==> config.mk <==
export PLATFORM = sky130hd
export DESIGN_NAME = lsu_riscv
export DESIGN_NICKNAME = d
export VERILOG_FILES = /design/src/rtl/lsu_riscv.sv
export SDC_FILE = /design/constraint.sdc
export NUM_CORES = 1
export LEC_CHECK = 0
export ABC_AREA = 1
export CAP_MARGIN = 20
export CORE_UTILIZATION = 45
export CTS_CLUSTER_SIZE = 12
export DETAILED_ROUTE_END_ITERATION = 12
export PLACE_DENSITY_LB_ADDON = 0.1
export SYNTH_ARGS = -nofsm -noshare
export SYNTH_HDL_FRONTEND = slang
export SYNTH_SLANG_ARGS = --single-unit
==> constraint.sdc <==
create_clock -name clk -period 2.2 [get_ports clk]
set_input_delay 0.44 -clock clk [delete_from_list [all_inputs] [get_ports clk]]
set_output_delay 0.44 -clock clk [all_outputs]
set_load 0.005 [all_outputs]
==> src/rtl/lsu_riscv.sv <==
// Load/store unit: one access at a time, stalls the core until a variable-latency memory answers or times out.
// Optional macro LSU_MISALIGN_TRAP_EN: trap misaligned accesses (misalign pulse) instead of silently aligning them.
module lsu_riscv #(
    parameter int DATA_W  = 32,
    parameter int ADDR_W  = 32,
    parameter int TIMEOUT = 16
) (
    input  logic                clk,
    input  logic                reset,
    input  logic                core_req,
    input  logic                core_we,
    input  logic [2:0]          core_size,
    input  logic [ADDR_W-1:0]   core_addr,
    input  logic [DATA_W-1:0]   core_wdata,
    output logic [DATA_W-1:0]   core_rdata,
    output logic                core_stall,
    output logic                bus_err,
`ifdef LSU_MISALIGN_TRAP_EN
    output logic                misalign,
`endif
    output logic                mem_req,
    output logic                mem_we,
    output logic [DATA_W/8-1:0] mem_be,
    output logic [ADDR_W-1:0]   mem_addr,
    output logic [DATA_W-1:0]   mem_wdata,
    input  logic [DATA_W-1:0]   mem_rdata,
    input  logic                mem_ready
);
    localparam int BE_W  = DATA_W / 8;
    localparam int OFF_W = $clog2(BE_W);
    localparam int CNT_W = (TIMEOUT > 1) ? $clog2(TIMEOUT + 1) : 1;
    localparam logic [CNT_W-1:0] CNT_LAST = CNT_W'((TIMEOUT > 0) ? TIMEOUT - 1 : 0);

    typedef enum logic [1:0] {IDLE, REQ, DONE} state_t;

    state_t           state;
    logic [2:0]       size_q;
    logic [OFF_W-1:0] off_q;
    logic [CNT_W-1:0] cnt;

    logic              size_ok;
    logic [2:0]        align_mask;
    logic [7:0]        mask8;
    logic [ADDR_W-1:0] addr_al;
    logic [OFF_W-1:0]  off;
    logic [BE_W-1:0]   be;
    logic [DATA_W-1:0] rshift;
    logic [DATA_W-1:0] rext;

    always_comb begin
        size_ok    = (core_size[2:1] != 2'b11) && ((core_size != 3'b011) || (DATA_W == 64));
        align_mask = 3'b000;
        mask8      = 8'h01;
        case (core_size[1:0])
            2'b01:   begin align_mask = 3'b001; mask8 = 8'h03; end
            2'b10:   begin align_mask = 3'b011; mask8 = 8'h0F; end
            2'b11:   begin align_mask = 3'b111; mask8 = 8'hFF; end
            default: begin align_mask = 3'b000; mask8 = 8'h01; end
        endcase
        // Below-size address bits are dropped; under the trap macro any such access never reaches the bus.
        addr_al = core_addr & ~ADDR_W'(align_mask);
        off     = addr_al[OFF_W-1:0];
        be      = BE_W'(mask8) << off;
    end

    always_comb begin
        rshift = mem_rdata >> {off_q, 3'b000};
        case (size_q)
            3'b000:  rext = DATA_W'($signed(rshift[7:0]));
            3'b001:  rext = DATA_W'($signed(rshift[15:0]));
            3'b010:  rext = DATA_W'($signed(rshift[31:0]));
            3'b100:  rext = DATA_W'(rshift[7:0]);
            3'b101:  rext = DATA_W'(rshift[15:0]);
            default: rext = rshift;
        endcase
    end

`ifdef LSU_MISALIGN_TRAP_EN
    logic mis_trap;
    assign mis_trap = (addr_al != core_addr);
`endif

    assign core_stall = ((state == IDLE) && core_req) || (state == REQ);

    always_ff @(posedge clk or negedge reset) begin
        if (!reset) begin
            state      <= IDLE;
            size_q     <= 3'b000;
            off_q      <= '0;
            cnt        <= '0;
            core_rdata <= '0;
            bus_err    <= 1'b0;
`ifdef LSU_MISALIGN_TRAP_EN
            misalign   <= 1'b0;
`endif
            mem_req    <= 1'b0;
            mem_we     <= 1'b0;
            mem_be     <= '0;
            mem_addr   <= '0;
            mem_wdata  <= '0;
        end else begin
            case (state)
                IDLE: begin
                    bus_err <= 1'b0;
`ifdef LSU_MISALIGN_TRAP_EN
                    misalign <= 1'b0;
`endif
                    if (core_req) begin
                        if (!size_ok) begin
                            bus_err    <= 1'b1;
                            core_rdata <= '0;
                            state      <= DONE;
`ifdef LSU_MISALIGN_TRAP_EN
                        end else if (mis_trap) begin
                            misalign   <= 1'b1;
                            core_rdata <= '0;
                            state      <= DONE;
`endif
                        end else begin
                            size_q    <= core_size;
                            off_q     <= off;
                            cnt       <= '0;
                            mem_req   <= 1'b1;
                            mem_we    <= core_we;
                            mem_be    <= be;
                            mem_addr  <= {addr_al[ADDR_W-1:OFF_W], {OFF_W{1'b0}}};
                            mem_wdata <= core_wdata << {off, 3'b000};
                            state     <= REQ;
                        end
                    end
                end
                REQ: begin
                    if (mem_ready) begin
                        mem_req <= 1'b0;
                        if (!mem_we) core_rdata <= rext;
                        state <= DONE;
                    end else if ((TIMEOUT != 0) && (cnt == CNT_LAST)) begin
                        mem_req    <= 1'b0;
                        bus_err    <= 1'b1;
                        core_rdata <= '0;
                        state      <= DONE;
                    end else begin
                        cnt <= cnt + 1'b1;
                    end
                end
                DONE: begin
                    bus_err <= 1'b0;
`ifdef LSU_MISALIGN_TRAP_EN
                    misalign <= 1'b0;
`endif
                    state <= IDLE;
                end
                default: state <= IDLE;
            endcase
        end
    end
endmodule
# Word-level counts from Yosys, hierarchy flattened
# Index checks and enable logic that the tools add are counted.
# W data, S select, Z words.
[classes]
reduce_logical = 13
eq_ne = 19
add_sub_neg = 1
shift = 3
bitwise_logic = 2
muxes = 29
[op_table]
columns = ["cell", "count"]
rows = [
  ["$mux W32", 5],
  ["$pmux W32 S4", 1],
  ["$pmux W32 S2", 1],
  ["$and A32 B32 Y32", 1],
  ["$not A3 Y32", 1],
  ["$shl A32 B5 Y32", 1],
  ["$shr A32 B5 Y32", 1],
  ["$mux W5", 4],
  ["$ne A2 B2 Y1 const B", 6],
  ["$pmux W4 S3", 1],
  ["$pmux W5 S2", 1],
  ["$reduce_and A5 Y1", 2],
  ["$pmux W3 S3", 1],
  ["$mux W1", 8],
  ["$mux W2", 4],
  ["$eq A2 B2 Y1 const B", 3],
  ["$eq A3 B3 Y1 const B", 2],
  ["$ne A3 B2 Y1 const B", 2],
  ["$reduce_and A3 Y1", 2],
  ["$add A5 B1 Y5 const B", 1],
  ["$eq A5 B4 Y1 const B", 1],
  ["$eq A2 B1 Y1 const B", 2],
  ["$pmux W2 S2", 1],
  ["$reduce_and A4 Y1", 1],
  ["other kinds (13)", 14],
]
[word_totals]
register_bits = 113
wordCells = 78
inputBits = 104
output_inout_bits = 104

# Depth between registers and ports, before layout
[logic_depth]
word_depth = 5
depth_mapped = 13
mapped_depth_nobuf = 12

# Worst setup path before layout
# Ideal clock, no wire load.
[synth_path]
path_type = "register to register"
from = "register cnt[0]"
to = "register core_rdata[29]"
setup_ns = 0.116
synth_period_minus_slack_ns = 1.718
stages_incl_launch_ff = 14
arrival_ns = 1.602
setup_slack_ns = 0.482
required_ns = 2.084
n_path_buf = 1
cell_sequence = "dfrtp_1 -> ha_1 -> nand2_1 -> nor2_1 -> ha_1 -> inv_1 -> nand3_1 -> nand2_1 -> nor2_4 -> nand3_4 -> buf_2 -> nor2_1 -> nand2_1 -> nand2_1"
[synth_between]
elab_chain_cells = 3
[synth_rtl]
columns = ["element", "line_no", "text"]
rows = [
  ["from (decl)", "39", "logic [CNT_W-1:0] cnt;"],
  ["from (signal assigned)", "143", "cnt <= cnt + 1'b1;"],
  ["$eq A5 B4 Y1", "137", "end else if ((TIMEOUT != 0) && (cnt == CNT_LAST)) begin"],
  ["$ne A3 B2 Y1 (no line)", "n/a", ""],
  ["$reduce_and A5 Y1 (no line)", "n/a", ""],
  ["to (signal assigned)", "135", "if (!mem_we) core_rdata <= rext;"],
  ["to (decl)", "15", "output logic [DATA_W-1:0] core_rdata,"],
]
# Every way passes these cells.
# A chain may end at the register's enable or synchronous reset.

# Worst setup path after layout
[layout_path]
from = "register cnt[0]"
to = "register core_rdata[5]"
# The elaborated chain is that of the path after synthesis.

==> results.py <==
metrics = {
    "status": {
        "outcome": "finished, final reports clean",
    },
    "critical_path": {
        "cp-start-kind": "register",
        "worstPathMaxFanout": 32,
        "cp-startpoint": "cnt[0]$_DFFE_PN0P_",
        "regToRegStartpoint": "cnt[0]$_DFFE_PN0P_",
        "r2r_setup_slack_ps": 150,
        "worstPathArrival_ps": 2370,
        "reg2regPathDepth": 13,
        "end_kind": "register",
        "timing.rr.end": "core_rdata[5]$_DFFE_PN0P_",
        "path_class": "reg -> reg",
        "required_ps": 2520,
    },
    "place": {
        "place_congestion": 0.903,
        "io_buffers": 205,
        "hpwl_um": 11400,
    },
    "clocking": {
        "clkSlewWorstSetupHoldPaths_ps": 50,
        "cts_buffer_depth": 2,
        "cts_hold_buf": 0,
        "cts_tree": "done",
        "clockRootBuffer": "clkbuf_16",
        "htreeDepth": 4,
        "numCtsBuffers": 17,
        "cts.sinks": 113,
        "clkLatencyLatePin_ps": 410,
    },
    "drt": {
        "first_pass_iters": 5,
        "avgRoutedWirePerCell_um": 14.9,
        "num_vias": 5650,
        "routed_wl_um": 16700,
        "viasPerCell": 5.04,
        "drtIter0Drc": 438,
        "route.detailed.drc": 0,
        "ant_nets": 0,
    },
    "sta": {
        "finClkSkew_ps": 6.85,
        "setup_viol": 0,
        "worst_slew_pin_slew_ps": 611,
        "fin_setup_tns_ps": 0,
        "clock.fmax_ghz": 0.488,
        "hold_violations": 0,
        "period_minus_slack_ps": 2050,
        "slew_viol_final": 0,
        "post-route-period-util_pct": 93.1,
        "rsz0062_at_grt": "no",
        "relSlewSlack_pct": 59.3,
    },
    "final_layout": {
        "layout.nets": 1052,
        "n_antenna_cell": 0,
        "drive_gt1_share_pct": 7.55,
        "syn2layout_area_growth_pct": 50.8,
    },
    "yosys": {
        "synthTopCellsByArea": "dfrtp_1 50%, nand2_1 23%, nand3_1 3.5%",
        "synth.distinct_cells": 32,
        "yosysTopAreaCell": "dfrtp_1",
        "ys_seq_area_share_pct": 50.3,
        "synth_top_area_share_pct": 50.3,
        "synth-warning-count": 0,
        "ys_ff_latch": 113,
        "syn_avg_cell_area_sq_um": 7.61,
        "syn_inst": 738,
        "netlist_area_sq_um": 5620,
    },
    "floorplan": {
        "initial_utilization_pct": 46.4,
        "core_sq_um": 12100,
        "num_rows": 40,
        "dieArea_sq_um": 12900,
        "io_pins": 208,
        "chipHeight_um": 114,
        "die_w_um": 114,
    },
    "global_route": {
        "antenna_found_initial": 0,
        "grt-ovfl-total": 0,
        "grt_max_degree": 114,
        "grt_pass1_wl_um": 27000,
        "grtUsageTotal_pct": 26.8,
        "grt_pass1_vias": 5640,
    },
    "hold_path": {
        "hold_class": "in -> async",
    },
    "power_and_ir_drop": {
        "peakVddDrop_mv": 0.785,
        "finalPower_w": 0.0106,
        "power.density_nw_per_um2": 1250,
        "p_leak_nw": 4.22,
    },
    "run": {
        "drv_cap": 0,
    },
}
kinds of logic (layout without fill, tap and decap cells):
logic type / count (synthesis) / after routing / share of synthesized area, %
buffers and inverters: 91 / 303 / 6.95
xor gates and xnor gates: 1 / 1 / 0.156
adders and majority gates: 5 / 5 / 1.11
and+or+nand+nor: 429 / 432 / 30.9
other: 1 / 2 / 0.0668
AOI/OAI and AO/OA: 98 / 98 / 10.5
DFF: 113 / 113 / 50.3
critical path, cell delays in order (launching register included):
cell     delay (ps)
dfrtp_1         410
ha_1            230
nand2_1         100
nor2_1           50
ha_1            190
inv_1            90
nand3_1         130
nand2_2         140
nor2_4           50
buf_4           140
nand2_2          70
buf_12          180
nand2_1          60
o21ai_1          90
through the flow:
step | worst slack [ps] | utilization [%] | instance area, sq um | hold WS, ps | instances
floorplan | 482 | - | 5620 | 144 | 739
global placement | 142 | 64.7 | 7830 | 455 | 1086
detailed placement | 59.6 | 64.7 | 7830 | 457 | 1086
CTS | 65.1 | 69.3 | 8400 | 139 | 1116
global route | 2.09 | 70.0 | 8470 | 129 | 1122
finish | 151 | 70.0 | 8470 | 79.8 | 1122
layout by cell type, fill, tap and decap left out:
cell             instances
nand2_1                340
clkdlybuf4s50_1        203
dfrtp_1                113
inv_1                   41
nand3_1                 39
nor2_1                  35
o21ai_0                 35
o211ai_1                22
clkbuf_16               17
o21ai_1                 16
buf_4                   13
a21oi_1                 11
inv_2                   10
a22o_1                   8
clkinv_2                 5
nand2_2                  4
nand3_4                  4
ha_1                     4
clkbuf_1                 4
buf_12                   4
nor2_2                   3
nor2_4                   2
nand2_4                  2
nand3_2                  2
conb_1                   2
bufinv_16                2
clkbuf_8                 2
xor2_1                   1
o21a_1                   1
a31oi_1                  1
o22ai_1                  1
inv_4                    1
nor3_1                   1
o31ai_1                  1
a22oi_1                  1
a211oi_1                 1
ha_4                     1
dlygate4sd2_1            1
final cells by class:
| type | instances | area, sq um |
|---|---|---|
| clock buffer | 23 | 468 |
| fill | 1003 | 3640 |
| timing repair buffer | 221 | 2220 |
| tap | 168 | 210 |
| clock inverter | 7 | 85.1 |
| sequential | 113 | 2830 |
| inverter | 52 | 198 |
| multi-input combinational | 538 | 2470 |
layer usage:
metal / global-route usage, % / part of all wire, % / up-vias
met5: 0 / 0 / -
met4: 11.8 / 2.2 / 0
met3: 7.44 / 7.9 / 29
met2: 44.2 / 49 / 260
met1: 33.0 / 41 / 2602
li1: - / - / 2759
how the worst max path moves through the flow:
stage | to | slack (ps) | cells after the start
finish | core_rdata[5]$_DFFE_PN0P_ | 150 | 13
global route | core_rdata[6]$_DFFE_PN0P_ | 2 | 13
CTS | core_rdata[11]$_DFFE_PN0P_ | 70 | 12
detailed placement | core_stall | 60 | 4
global placement | core_stall | 140 | 4
floorplan | core_rdata[29]$_DFFE_PN0P_ | 480 | 13
where the power goes:
| group | switching, W | leakage [nW] | internal [W] |
|---|---|---|---|
| clock network | 0.000888 | 0.276 | 0.00170 |
| registers | 0.000529 | 1.47 | 0.00287 |
| logic | 0.00231 | 2.48 | 0.00230 |
flip-flops by register name, indices dropped and copies added (netlist names):
signal / cells
mem_wdata: 32
mem_we: 1
core_rdata: 32
off_q: 2
bus_err: 1
mem_be: 4
mem_addr: 30
cnt: 5
size_q: 3
mem_req: 1
state: 2
synth_stat cells (all sizes together):
master  instances
a22o            8
a22oi           1
a21oi          11
nor3            1
ha              5
xor2            1
inv            52
o211ai         22
nand2         346
clkbuf         11
o21ai          51
conb            1
nor2           40
nand3          42
o21a            1
dfrtp         113
buf            28
a31oi           1
o31ai           1
a211oi          1
o22ai           1
repair_timing:
action | CTS | global route
gates cloned | 0 | 3
pin swaps | 1 | 4
gates resized for setup | 6 | 5
buffers inserted | 0 | 3
setup endpoints to repair | 1 | 28
Note: power is estimated with default switching activity, not from simulation.
